File: config.mk
export PLATFORM = sky130hd
export DESIGN_NAME = ysyx_lsu_sq
export DESIGN_NICKNAME = d
export VERILOG_FILES = /design/src/rtl/ysyx_lsu_sq.sv
export SDC_FILE = /design/constraint.sdc
export NUM_CORES = 1
export LEC_CHECK = 0
export BUFFER_PORTS_ARGS = -buffer_cell sky130_fd_sc_hd__buf_2
export CORE_MARGIN = 4
export CORE_UTILIZATION = 35
export DETAILED_ROUTE_END_ITERATION = 10
export PLACE_DENSITY = 0.6
export SLEW_MARGIN = 40
export SYNTH_ARGS = -nofsm -noshare
export SYNTH_HDL_FRONTEND = slang
export SYNTH_SLANG_ARGS = --single-unit
File: constraint.sdc
create_clock -name clock -period 9.8 [get_ports clock]
set_input_delay 1.96 -clock clock [delete_from_list [all_inputs] [get_ports clock]]
set_output_delay 1.96 -clock clock [all_outputs]
set_load 0.005 [all_outputs]
File: src/rtl/ysyx_lsu_sq.sv
// ysyx_lsu_sq: store queue that holds committed stores and drains them to memory in order.
// Optional macro YSYX_SQ_FWD_EN lets full-word stores forward data to younger loads.
module ysyx_lsu_sq #(
  parameter int XLEN    = 32,
  parameter int SQ_SIZE = 4
) (
  input  logic                       clock,
  input  logic                       reset,
  input  logic                       rou_valid,
  input  logic                       rou_store,
  input  logic [4:0]                 rou_alu,
  input  logic [XLEN-1:0]            rou_sq_waddr,
  input  logic [XLEN-1:0]            rou_sq_wdata,
  input  logic [XLEN-1:0]            rou_pc,
  output logic                       rou_sq_ready,
  output logic                       mem_wvalid,
  output logic [XLEN-1:0]            mem_waddr,
  output logic [XLEN-1:0]            mem_wdata,
  output logic [XLEN/8-1:0]          mem_wstrb,
  input  logic                       mem_wready,
  input  logic [XLEN-1:0]            ld_addr,
  output logic                       ld_conflict,
  output logic                       ld_fwd_valid,
  output logic [XLEN-1:0]            ld_fwd_data,
  output logic                       sq_empty,
  output logic [$clog2(SQ_SIZE):0]   sq_count
);

  localparam int AW = $clog2(SQ_SIZE);
  localparam int PW = AW + 1;
  localparam int SW = XLEN / 8;

  logic [PW-1:0]   head_q;
  logic [PW-1:0]   tail_q;
  logic [SQ_SIZE-1:0] vld_q;
  logic [XLEN-1:0] addr_q [SQ_SIZE];
  logic [XLEN-1:0] data_q [SQ_SIZE];
  logic [SW-1:0]   strb_q [SQ_SIZE];
  logic [XLEN-1:0] pc_q   [SQ_SIZE];

  logic [AW-1:0] hi;
  logic [AW-1:0] ti;
  logic          full;
  logic          empty;
  logic          enq;
  logic          pop;
  logic [SW-1:0] new_strb;

  assign hi    = head_q[AW-1:0];
  assign ti    = tail_q[AW-1:0];
  assign empty = (head_q == tail_q);
  assign full  = (hi == ti) && (head_q[AW] != tail_q[AW]);

  assign rou_sq_ready = !full;
  assign enq = rou_valid & rou_store & !full;
  assign pop = mem_wvalid & mem_wready;

  // Byte strobe for the incoming store from funct3 and the low address bits
  always_comb begin
    new_strb = '0;
    unique case (1'b1)
      (rou_alu[2:0] == 3'b000): new_strb = SW'(1) << rou_sq_waddr[1:0];
      (rou_alu[2:0] == 3'b001): new_strb = SW'(3) << rou_sq_waddr[1:0];
      (rou_alu[2:0] == 3'b010): new_strb = SW'(15);
      default:                  new_strb = '0;
    endcase
  end

  // Pointer and occupancy state; reset drops every pending store
  always_ff @(posedge clock or posedge reset) begin
    if (reset) begin
      head_q <= '0;
      tail_q <= '0;
      vld_q  <= '0;
    end else begin
      if (enq) begin
        tail_q    <= tail_q + PW'(1);
        vld_q[ti] <= 1'b1;
      end
      if (pop) begin
        head_q    <= head_q + PW'(1);
        vld_q[hi] <= 1'b0;
      end
    end
  end

  // Entry payload, written at the tail on enqueue
  always_ff @(posedge clock) begin
    if (enq) begin
      addr_q[ti] <= {rou_sq_waddr[XLEN-1:2], 2'b00};
      data_q[ti] <= rou_sq_wdata << {rou_sq_waddr[1:0], 3'b000};
      strb_q[ti] <= new_strb;
      pc_q[ti]   <= rou_pc;
    end
  end

  assign mem_wvalid = !empty;
  assign mem_waddr  = empty ? '0 : addr_q[hi];
  assign mem_wdata  = empty ? '0 : data_q[hi];
  assign mem_wstrb  = empty ? '0 : strb_q[hi];
  assign sq_empty   = empty;
  assign sq_count   = tail_q - head_q;

  logic          hit;
  logic          hit_full;
  logic [XLEN-1:0] hit_data;
  logic [AW-1:0] idx;

  // Scan oldest to youngest so the last match is the youngest store
  always_comb begin
    hit      = 1'b0;
    hit_full = 1'b0;
    hit_data = '0;
    idx      = '0;
    for (int k = 0; k < SQ_SIZE; k++) begin
      idx = hi + AW'(k);
      if (vld_q[idx] &&
          addr_q[idx][XLEN-1:2] == ld_addr[XLEN-1:2]) begin
        hit      = 1'b1;
        hit_full = &strb_q[idx];
        hit_data = data_q[idx];
      end
    end
  end

`ifdef YSYX_SQ_FWD_EN
  assign ld_fwd_valid = hit & hit_full;
  assign ld_fwd_data  = (hit & hit_full) ? hit_data : '0;
  assign ld_conflict  = hit & !hit_full;
`else
  assign ld_fwd_valid = 1'b0;
  assign ld_fwd_data  = '0;
  assign ld_conflict  = hit;
`endif

  logic sq_unused;
  assign sq_unused = ^{rou_alu[4:3], ld_addr[1:0], pc_q[hi],
                       hit_data, hit_full};

endmodule

==> summary.txt <==
Pwr
  • Pwr dens: 316 nW/um^2
  • VDD IR max: 0.156 mV
  • P_leak: 6.25 nW

Floorplanning
  • Initial core utilization: 35.7%
  • # rows: 76
  • Die H: 219 um
  • IO Pins: 246
  • DIE AREA: 47900 sq um
  • Core outline area: 43600 sq um
  • Die width: 219 um

Worst setup path
  • Worst r2r src: head_q[1]
  • CP top delay family: buffers and inverters
  • Worst r2r path cells: 6
  • CP required: 7.84 ns
  • Critical Path AT: 4.91 ns
  • Critical path class: register to output pin
  • Setup crit end kind: output pin
  • Startpoint types: register
  • Crit path from: head_q[0]
  • Slowest stage delay, CP: 0.71 ns
  • Max stage delay cell, worst path: nor4_1
  • Reg2Reg Setup Slack: 6.33 ns
  • Crit path buf inv count: 3
  • Crit-path cells: buf_4 -> buf_6 -> mux4_1 -> xnor2_1 -> nand4_1 -> nor4_1 -> nand4b_1 -> a2111oi_2 -> or4_1 -> buf_2
  • Worst R2R End: data_q[2][15]
  • Worst-path maximum fanout: 52

Global route
  • Grt ovf: 0
  • Overall Global Routing Usage: 16.9%
  • Largest net degree at the start of global routing: 53
  • Vias in the first global route: 9709
  • Initial antenna violation count: 5
  • First-pass GRT wire length: 61100 um

Logic synthesis
  • EDFF count, synth: 264
  • Main area contributors after synthesis: edfxtp_1 51%, mux4_2 17%, mux2i_1 5.1%, xnor2_1 4.6%, and2_1 2.8%
  • Post-synth top area share: 51.0%
  • Syn Area/Cell: 15.0 sq um
  • Ys flop type: edfxtp_1
  • Post-synth cell types: 57
  • Largest area contributor in the netlist: edfxtp_1
  • Register area share after synthesis: 52.6%
  • Fraction of registers with async set/reset: 3.65%
  • #FFs+latches synth: 274
  • Yosys warns: 0
  • Cell Area, Synth: 15600 sq um
  • Post-synthesis cell count: 1039

Routing
  • DR DRC count: 0
  • Post-Route WL: 41400 um
  • WL per Instance: 23.0 um
  • Drt pass-1 iters: 6
  • Routed vias/inst: 5.35
  • Vias: 9596
  • Initial DRC Count: 611
  • Antenna Nets Post-Route: 0

Timing
  • Fmax: 145 MHz
  • Period minus WS final: 6.87 ns
  • Worst Tran Pin Value: 0.795 ns
  • RSZ-0062 raised after global routing: no
  • Slew margin rel.: 47.0%
  • Final Skew: 0.0128 ns
  • Setup TNS: 0 ns
  • Period utilisation layout: 70.1%
  • Fin. max-slew vios: 0
  • Final setup fails: 0
  • Final hold viol count: 0

Placed design
  • Hpwl dp: 28900 um
  • I/O Buffers: 174
  • Routability cong.: 0.917

Clock network
  • Sink Count: 274
  • H-tree levels: 2
  • Insertion delay to the later sink of the worst-skew pair: 0.52 ns
  • # hold bufs at CTS: 0
  • TritonCTS clock tree: done
  • Reg clk slew, reported paths: 0.06 ns
  • TritonCTS buffer count: 34
  • Clock Path Buffers: 3
  • Resized Gates After CTS: 0
  • CTS Root Cell: clkbuf_16
  • Buffer count from post-CTS setup fixing: 0

Min path
  • Hold path start: tail_q[2]
  • Worst hold path depth: 1
  • Worst hold path class: register to register
  • Hold EP: tail_q[2]

Final layout
  • Final #Nets: 1335
  • Finished Core Util: 40.8%
  • Share of layout cells above drive strength 1: 30.4%
  • Area grow syn2layout: 14.3%

Run
  • Max_cap viols: 0

Status
  • Status: finished, final reports clean
-- cell usage in the layout, fill, tap and decap left out, drive strengths merged, types with 12 or more instances in the layout --
cell type / count
edfxtp: 264
buf: 185
mux4: 122
xnor2: 82
mux2i: 80
and2: 70
clkbuf: 40
xor2: 35
conb: 35
o21ai: 32
nand2: 27
nor2: 26
a21oi: 21
inv: 21
a211oi: 17
nand4: 15
nor4: 13
clkinv: 12
-- synthesized netlist by cell type (all sizes together) (2+ instances only) --
| cell type | instances |
|---|---|
| clkbuf | 27 |
| and2 | 70 |
| nand4 | 15 |
| mux2i | 80 |
| dfrtp | 10 |
| o21ai | 32 |
| a311oi | 2 |
| a22oi | 5 |
| mux2 | 8 |
| a2bb2oi | 4 |
| a21o | 2 |
| ha | 10 |
| a21oi | 21 |
| mux4 | 122 |
| buf | 81 |
| xnor2 | 82 |
| nand3 | 5 |
| and3 | 3 |
| nand2b | 3 |
| o22a | 2 |
| nor4 | 13 |
| nor2 | 26 |
| a221oi | 3 |
| nand4b | 2 |
| o22ai | 8 |
| nand2 | 27 |
| inv | 20 |
| a211oi | 17 |
| nor2b | 9 |
| edfxtp | 264 |
| a2111oi | 2 |
| o2111ai | 4 |
| xor2 | 35 |
| o211ai | 6 |
| a31oi | 3 |
-- power breakdown --
group          total (mW)  internal [mW]  switching [mW]
logic                2.87           1.36            1.50
registers            1.57           1.46           0.115
clock network        1.18          0.705           0.474
total                5.62           3.53            2.09
-- routing by layer --
| metal | global-route usage, % | part of all wire (%) | wire [um] | vias to the layer above |
|---|---|---|---|---|
| met1 | 22.2 | 41 | 16900 | 4904 |
| met3 | 4.00 | 7.6 | 3130 | 49 |
| li1 | - | - | - | 4295 |
| met5 | 0 | 0.077 | 32 | - |
| met2 | 28.9 | 50 | 20600 | 342 |
| met4 | 3.69 | 1.8 | 735 | 6 |
-- stage by stage --
stage               power, mW  std cells  instance area, sq um  setup WS [ns]  hold WS [ns]
floorplan                3.67       1073                 15700           4.36         0.462
global placement         4.50       1735                 16700           3.25         0.476
detailed placement       4.51       1735                 16700           3.25         0.479
CTS                      5.71       1792                 17800           2.70         0.491
global route             5.96       1793                 17800           2.76         0.511
finish                   5.62       1795                 17800           2.93         0.488
-- kinds of logic (layout without fill, tap and decap cells) --
kind of cell               after synthesis  in the layout  synth area share [%]
DFF                                    274            274                  52.6
and+or+nand+nor                        181            181                  6.47
adders and majority gates               11             11                 0.933
AOI/OAI and AO/OA                      116            116                  4.88
buffers and inverters                  129            263                  5.03
muxes                                  210            210                  23.5
xor gates and xnor gates               117            117                  6.59
other                                    1             38                0.0241
-- area by class of cell --
type	instances	area, sq um
clock inverters	17	151
fillers	4077	25800
flip-flops and latches	274	8190
diodes	3	7.51
repair buffers	185	973
inverters	21	78.8
well taps	585	732
clock buffers	40	895
multi-input cells	670	6750
-- worst max path at each step --
| stage | end | slack (ns) | cells past startpoint |
|---|---|---|---|
| 3_3_place_gp | ld_conflict | 3.25 | 10 |
| 3_5_place_dp | ld_conflict | 3.25 | 10 |
| 6_report | ld_conflict | 2.93 | 10 |
| 5_1_grt | ld_conflict | 2.76 | 10 |
| 2_1_floorplan | ld_conflict | 4.36 | 8 |
| 4_1_cts | ld_conflict | 2.70 | 10 |
-- sequential cells by signal (all words and copies together) (netlist names) --
| name | count |
|---|---|
| data_q | 128 |
| head_q | 3 |
| tail_q | 3 |
| vld_q | 4 |
| addr_q | 120 |
| strb_q | 16 |
(Power assumes the default switching activity.)
